## config.mk

```make
export PLATFORM = sky130hd
export DESIGN_NAME = bus_wait_ctl
export DESIGN_NICKNAME = d
export VERILOG_FILES = /design/src/rtl/bus_pkg.sv /design/src/rtl/bus_decode.sv /design/src/rtl/bus_wait_ctl.sv
export SDC_FILE = /design/constraint.sdc
export NUM_CORES = 1
export LEC_CHECK = 0
export CORE_UTILIZATION = 41
export CTS_CLUSTER_DIAMETER = 60
export DETAILED_ROUTE_END_ITERATION = 7
export HOLD_SLACK_MARGIN = 0.08
export PLACE_DENSITY = 0.79
export SLEW_MARGIN = 20
export SYNTH_ARGS = -nofsm -noshare
export SYNTH_HDL_FRONTEND = slang
export SYNTH_SLANG_ARGS = --single-unit
```

## constraint.sdc

```tcl
create_clock -name clk -period 4.36 [get_ports clk]
set_input_delay 1.308 -clock clk [delete_from_list [all_inputs] [get_ports clk]]
set_output_delay 1.308 -clock clk [all_outputs]
set_load 0.005 [all_outputs]
```

## src/rtl/bus_pkg.sv

```systemverilog
// rtl/bus_pkg.sv - shared types and constants for the memory-side bus controller
package bus_pkg;

  typedef enum logic [1:0] {
    REG_RAM = 2'd0,
    REG_ROM = 2'd1,
    REG_IO  = 2'd2
  } region_e;

  typedef enum logic [0:0] {
    ST_IDLE = 1'b0,
    ST_WAIT = 1'b1
  } state_e;

  // Read data returned to the core when an IO access is abandoned.
  localparam logic [7:0] BUS_TIMEOUT_DATA = 8'hFF;

endpackage

```

## src/rtl/bus_decode.sv

```systemverilog
// rtl/bus_decode.sv - address high byte to region and wait-state count
module bus_decode
  import bus_pkg::*;
#(
  parameter logic [7:0]  IO_PAGE  = 8'hFE,
  parameter logic [7:0]  ROM_BASE = 8'hC0,
  parameter int unsigned RAM_WAIT = 0,
  parameter int unsigned ROM_WAIT = 1,
  parameter int unsigned IO_WAIT  = 2
) (
  input  logic [7:0] hi_i,
  output region_e    region_o,
  output logic [3:0] wait_o
);

  // IO page wins over the ROM range even though it sits inside it.
  always_comb begin
    region_o = REG_RAM;
    wait_o   = 4'(RAM_WAIT);
    if (hi_i == IO_PAGE) begin
      region_o = REG_IO;
      wait_o   = 4'(IO_WAIT);
    end else if (hi_i >= ROM_BASE) begin
      region_o = REG_ROM;
      wait_o   = 4'(ROM_WAIT);
    end
  end

endmodule

```

## src/rtl/bus_wait_ctl.sv

```systemverilog
// rtl/bus_wait_ctl.sv - wait-state stretching bus controller with registered read data
module bus_wait_ctl
  import bus_pkg::*;
#(
  parameter logic [7:0]  IO_PAGE  = 8'hFE,
  parameter logic [7:0]  ROM_BASE = 8'hC0,
  parameter int unsigned RAM_WAIT = 0,
  parameter int unsigned ROM_WAIT = 1,
  parameter int unsigned IO_WAIT  = 2,
  parameter int unsigned TIMEOUT  = 15
) (
  input  logic        clk,
  input  logic        RST,
  input  logic [15:0] AB,
  input  logic [7:0]  DO,
  input  logic        WE,
  output logic        RDY,
  output logic [7:0]  DI,
  output logic [15:0] mem_addr,
  output logic [7:0]  mem_wdata,
  output logic        mem_we,
  output logic        mem_req,
  input  logic        mem_ack,
  input  logic [7:0]  mem_rdata,
  output logic        bus_err
);

  localparam logic [3:0] TIMEOUT_C = 4'(TIMEOUT);

  state_e      state_q, state_d;
  logic [3:0]  cnt_q, cnt_d;
  logic [15:0] addr_q, addr_d;
  logic [7:0]  wdata_q, wdata_d;
  logic        we_q, we_d;
  region_e     region_q, region_d;
  logic [7:0]  di_q, di_d;
  logic        err_q, err_d;

  logic [15:0] cur_addr;
  logic [7:0]  cur_wdata;
  logic        cur_we;
  region_e     cur_region;
  region_e     dec_region;
  logic [3:0]  dec_wait;
  logic        done;
  logic        tout;

  // Cycle 0 passes the core's bus straight through; later cycles replay the hold registers.
  assign cur_addr   = (state_q == ST_WAIT) ? addr_q  : AB;
  assign cur_wdata  = (state_q == ST_WAIT) ? wdata_q : DO;
  assign cur_we     = (state_q == ST_WAIT) ? we_q    : WE;
  assign cur_region = (state_q == ST_WAIT) ? region_q : dec_region;

  bus_decode #(
    .IO_PAGE  (IO_PAGE),
    .ROM_BASE (ROM_BASE),
    .RAM_WAIT (RAM_WAIT),
    .ROM_WAIT (ROM_WAIT),
    .IO_WAIT  (IO_WAIT)
  ) u_decode (
    .hi_i     (cur_addr[15:8]),
    .region_o (dec_region),
    .wait_o   (dec_wait)
  );

  always_ff @(posedge clk or posedge RST) begin
    if (RST) begin
      state_q  <= ST_IDLE;
      cnt_q    <= 4'd0;
      addr_q   <= 16'h0000;
      wdata_q  <= 8'h00;
      we_q     <= 1'b0;
      region_q <= REG_RAM;
      di_q     <= 8'h00;
      err_q    <= 1'b0;
    end else begin
      state_q  <= state_d;
      cnt_q    <= cnt_d;
      addr_q   <= addr_d;
      wdata_q  <= wdata_d;
      we_q     <= we_d;
      region_q <= region_d;
      di_q     <= di_d;
      err_q    <= err_d;
    end
  end

  always_comb begin
    state_d  = state_q;
    cnt_d    = cnt_q;
    addr_d   = addr_q;
    wdata_d  = wdata_q;
    we_d     = we_q;
    region_d = region_q;
    done     = 1'b0;
    tout     = 1'b0;
    unique case (state_q)
      ST_IDLE: begin
        if (dec_wait == 4'd0 && (cur_region != REG_IO || mem_ack)) begin
          done = 1'b1;
        end else begin
          state_d  = ST_WAIT;
          cnt_d    = 4'd1;
          addr_d   = AB;
          wdata_d  = DO;
          we_d     = WE;
          region_d = dec_region;
        end
      end
      ST_WAIT: begin
        if (cnt_q >= dec_wait && (cur_region != REG_IO || mem_ack)) begin
          done    = 1'b1;
          state_d = ST_IDLE;
        end else if (cur_region == REG_IO && cnt_q == TIMEOUT_C) begin
          done    = 1'b1;
          tout    = 1'b1;
          state_d = ST_IDLE;
        end else begin
          cnt_d = cnt_q + 4'd1;
        end
      end
      default: state_d = ST_IDLE;
    endcase
  end

  always_comb begin
    di_d  = di_q;
    err_d = err_q | tout;
    if (done && !cur_we) begin
      di_d = tout ? BUS_TIMEOUT_DATA : mem_rdata;
    end
  end

  assign RDY       = done & ~RST;
  assign mem_we    = cur_we & done & ~RST;
  assign mem_req   = (cur_region == REG_IO) & ~RST;
  assign mem_addr  = cur_addr;
  assign mem_wdata = cur_wdata;
  assign DI        = di_q;
  assign bus_err   = err_q;

endmodule

```

Word level (Yosys, flattened, before mapping)

Cells that the tools add are included.

Input port bits: 36
Word-level logic and storage cells: 58
Register bits after elaboration: 41
Output and inout bits: 36

Equality and inequality tests: 7
$lt $le $gt $ge: 2
Reduce and logical (&&, ||, !) cells: 9
Bitwise operators: 8
Add/sub/neg operators: 1
Muxes and demuxes: 23

Operators by type and width:

| kind                  | number |
|---|---|
| $mux W16              | 1 |
| $mux W4               | 4 |
| $mux W8               | 2 |
| $mux W1               | 11 |
| $eq A8 B8 Y1 const B  | 1 |
| $ge A8 B8 Y1 const B  | 1 |
| $ne A2 B2 Y1 const B  | 4 |
| $pmux W4 S2           | 1 |
| $add A4 B1 Y4 const B | 1 |
| $and A1 B1 Y1         | 4 |
| $eq A4 B4 Y1 const B  | 1 |
| $ge A4 B4 Y1          | 1 |
| $logic_and A1 B1 Y1   | 4 |
| $logic_not A4 Y1      | 1 |
| $mux W2               | 2 |
| $pmux W1 S2           | 2 |
| $not A1 Y1            | 3 |
| $reduce_and A3 Y1     | 1 |
| $eq A2 B2 Y1 const B  | 1 |
| $reduce_and A2 Y1     | 1 |
| $logic_not A1 Y1      | 1 |
| $logic_or A1 B1 Y1    | 1 |
| $or A1 B1 Y1          | 1 |

Logic depth before layout (Yosys ltp)

Word-level depth: 12
Gate-level depth with buffers: 12

Modules after synthesis

From an unflattened synthesis, not the netlist that was laid out.

Cells, all modules: 189
Area, all modules: 2238.4 um^2

Modules (own cells, without submodules):

| module       | area an instance (um^2) | cells each | times used |
|---|---|---|---|
| bus_wait_ctl | 2174.6                  | 179        | 1 |
| bus_decode   | 63.8                    | 10         | 1 |

Least setup slack after synthesis

No wires, ideal clock.

Kind: input -> output
Start: input AB[15]
End: output mem_we
Arrival: 3.260 ns
Setup slack: -0.208 ns
Stages on the path: 11
Required time: 3.052 ns
Buffers on the path: 3
Cells stage by stage: nand3b_1 > clkbuf_1 > clkbuf_1 > nand2_1 > and2_1 > ha_1 > nand2b_1 > a21oi_4 > buf_6 > or2_1 > nor4b_2

Longest elaborated chain between the ends: 12
Elaborated cells between the ends (all ways): 22
Classes of those cells: 2 x order compare; 3 x eq/ne; 10 x mux; 2 x bitwise; 5 x reduce/logical

RTL lines:

| item                                                      | RTL line                                                     | RTL |
|---|---|---|
| start, declared                                           | bus_wait_ctl.sv:14                                           | `input logic [15:0] AB,` |
| $mux W16 *                                                | bus_wait_ctl.sv:49                                           | `assign cur_addr = (state_q == ST_WAIT) ? addr_q : AB;` |
| $ge A8 B8 Y1                                              | bus_decode.sv:23                                             | `end else if (hi_i >= ROM_BASE) begin` |
| $mux W1                                                   | bus_decode.sv:23                                             |  |
| $mux W2 *                                                 | bus_decode.sv:20                                             | `if (hi_i == IO_PAGE) begin` |
| named net dec_region[0]                                   | bus_wait_ctl.sv:43                                           | `region_e dec_region;` |
| $mux W2 *                                                 | bus_wait_ctl.sv:52                                           | `assign cur_region = (state_q == ST_WAIT) ? region_q : dec_region;` |
| $eq A2 B2 Y1 or $ne A2 B2 Y1 (tied branches)              | bus_wait_ctl.sv:114, bus_wait_ctl.sv:99, bus_wait_ctl.sv:111 |  |
| $logic_and A1 B1 Y1 or $logic_or A1 B1 Y1 (tied branches) | bus_wait_ctl.sv:114, bus_wait_ctl.sv:99, bus_wait_ctl.sv:111 |  |
| $mux W1 (tied with other cells)                           | bus_wait_ctl.sv:114                                          | `end else if (cur_region == REG_IO && cnt_q == TIMEOUT_C) begin` |
| $mux W1, on equally long branches                         | bus_wait_ctl.sv:111, bus_wait_ctl.sv:99                      |  |
| $pmux W1 S2 *                                             | bus_wait_ctl.sv:97                                           | `unique case (state_q)` |
| $and A1 B1 Y1 * (2 in a row)                              | bus_wait_ctl.sv:135                                          | `assign mem_we = cur_we & done & ~RST;` |
| end, declared                                             | bus_wait_ctl.sv:21                                           | `output logic mem_we,` |

The timed path passes the listed nets; every way through them passes the cells marked *.

Worst setup path in the final report

Start: input AB[12]
End: output mem_we

Same word-level chain as after synthesis.

==> results.toml <==
[clock_tree]
cts-root-buf = "clkbuf_8"
clk_latency_ns = 0.31
clk_pin_slew_ns = 0.08
htreeDepth = 2
clockBufferDepth = 2
cts_buffers = 5
cts_tree = "yes"
cts_hold_buffers = 0
cts.sinks = 41

[pwr]
power.density_nw_per_um2 = 378
p_total_mw = 1.27
ir_drop_mv = 0.299
power.leakage_nw = 1.42

[floorplanning]
start_util = 0.435
ios = 72
die_area_sq_um = 5440
rows = 25
fp.coreArea_sq_um = 4850
die_w_microns = 73.7
die_h_microns = 73.7

[yosys]
syn_inst = 164
syn_area_sq_um = 2110
synthMuxAreaShare = 0.265
synthSimpleGateAreaFrac = 0.114
synth_xor_area_frac = 0
mappedNetlistNets = 203
synth_async_sr_flop_share = 1.00
yosys_warnings = 0
seq_area_frac_synth = 0.486
yosys.cell_count.top_type = "dfrtp_1"
ys_top_cells_by_count = "dfrtp_1 (41), mux2_2 (30), mux2_1 (17), o21a_1 (9), or4_1 (8)"
synth_top_area_cell = "dfrtp_1"
synth_top_family_by_area = "multiplexers"
synth_top_area_share = 0.486
synth-compound-area-share = 0.0848
yosys_register_bits = 41
synth_area_leaders = "dfrtp_1 (49%), mux2_2 (16%), mux2_1 (9.1%), o21a_1 (3.2%), or4_1 (2.8%)"
synth.avg_cell_area_sq_um = 12.9
ys.flop_type = "dfrtp_1"
synth.distinct_cells = 40
synth-edff-count = 0
yosys.area_share.adder = 0.0178

[critical_path]
critPathMaxStageDelay_ns = 0.31
worst_ep_required_time_ns = 3.05
path_common_cell = "buf_6"
cp.arrival_ns = 3.46
worstPathMaxFanout = 3
crit_family = "simple AND/OR/NAND/NOR gates"
cp_slowest_cell = "nor4b_2"
cp_cell_sequence = "buf_6 > nand4b_1 > o22a_1 > a211o_1 > and2_4 > ha_4 > nand2b_4 > a21oi_4 > buf_6 > or2_1 > nor4b_2 > buf_2"
critical_path_class = "in2out"
end_kind = "output port"
crit_buf_inv = 3
crit_path_start_kind = "input pin"

[route]
vias = 1751
routedWlPerCell_microns = 16.1
post-route-drc-count = 0
drt_iter0_markers = 82
via_per_inst = 5.17
detail_route.first_pass.iterations = 4
routed_wl_mm = 5.45
drtAntennaViolNets = 0

[cells_and_area]
instances_no_fill = 339
num-nets-final = 311
multi_input_area_sq_um = 1080
area_delta_synth_final_pct = 58.6
n_antenna_cell = 0
fin_area_sq_um = 3350
fin_util = 0.690
nFillCells = 343
drive_gt1_frac = 0.357
seq_area_sq_um = 1030

[global_routing]
grt_use_total = 0.222
grt_pass1_vias = 1792
gr-total-overflow = 0
antenna_found_initial = 0
grt_pass1_wl_mm = 8.76
grt_max_degree = 37

[timing]
fmax_mhz = 210
post-route-period-util = 1.09
setup_viol = 2
final_max_slew_viol_count = 0
whs_ns = 0.489
rsz0062_at_grt = "yes"
maxSlewHeadroom = 0.715
setup-tns-final_ns = -0.755
finalClockSkew_ns = 0.00518
layout_min_cycle_time_ns = 4.76
finalHoldViolCount = 0
worst_slew_pin_slew_ns = 0.428
worst_slack_ns = -0.404

[placement]
portBuffers = 71
pre_cts_slack_ns = -1.04
dp.cells = 306
place_hpwl_mm = 3.18
dpl_cell_area_sq_um = 2980
gp_congestion = 0.790

[outcome]
status = "finished, violations left"
violations = "negative setup slack"

[job]
cap_violations = 0

[min_path]
worstHoldPathType = "reg2reg"
## cells by family after synthesis
kind of cell,Yosys count
mux,50
compound gates,22
simple gates,35
flops,41
fa+ha+maj,3
buf+inv,13
## layout make-up
type,instances,area share
inverters,2,0.00224
multi-input cells,110,0.322
repair buffers,112,0.318
well taps,67,0.0251
flip-flops and latches,41,0.307
clock buffers,7,0.0258
## power by group
group / switching (mW) / internal (mW) / total (mW)
Sequential: 0.0616 / 0.466 / 0.528
Clock: 0.133 / 0.126 / 0.259
Combinational: 0.164 / 0.316 / 0.479
Total: 0.359 / 0.907 / 1.27
## layer usage
layer,track usage,share of wire,vias up
li1,-,-,821
met1,0.259,0.41,849
met2,0.361,0.49,66
met3,0.0768,0.065,15
met4,0.118,0.029,0
met5,0,0,-
## flip-flops by register name (all words and copies together), names as in the netlist
signal,count
state_q,1
we_q,1
bus_err,1
cnt_q,4
addr_q,16
wdata_q,8
DI,8
region_q,2
## worst register-to-register path: stages (launching register included)
cell and delay, ns:
dfrtp_1 0.52, nand4b_1 0.30, buf_4 0.17, buf_4 0.12
buf_4 0.13, buf_4 0.13, buf_4 0.12, buf_4 0.12
buf_4 0.12, buf_4 0.12, buf_4 0.12, buf_4 0.12
buf_4 0.12, buf_4 0.12, buf_6 0.10, buf_6 0.10
buf_6 0.10, buf_6 0.10, buf_6 0.11, buf_6 0.10
buf_6 0.10, buf_6 0.10, buf_6 0.10, buf_6 0.10
o41ai_2 0.27
## path summary, 6_finish.rpt
kind                          from     endpoint  slack, ns  depth (start not counted)
min reg2reg                bus_err      bus_err       0.49                          1
max in group asynchronous      RST   wdata_q[2]       2.53                          3
min in group asynchronous      RST     cnt_q[0]       1.49                          3
max reg2reg                state_q  region_q[1]       0.62                         24
min                        bus_err      bus_err       0.49                          1
max                         AB[12]       mem_we      -0.40                         12
## cell usage in the layout (no fill, tap or decap), drive strengths merged, types with 2 or more instances in the layout
cell | Yosys | routed
o21ai | 4 | 4
nand2b | 3 | 3
dfrtp | 41 | 41
or4 | 8 | 8
mux2i | 3 | 3
o21a | 9 | 9
mux2 | 47 | 47
nand3 | 2 | 2
nand4b | 2 | 2
ha | 3 | 3
clkbuf | 2 | 8
dlygate4sd2 | 0 | 3
nor3 | 2 | 2
buf | 9 | 46
and2 | 2 | 2
nand2 | 7 | 7
clkdlybuf4s50 | 0 | 60
## timing repair
action | 4_1_cts | 5_1_grt
endpoints found under the setup margin | 3 | 4
pin swaps | 11 | 7
resized for setup | 49 | 5
buffers inserted | 30 | 2
hold endpoints to repair | 0 | 0
Power figures use the tool's default switching activity.
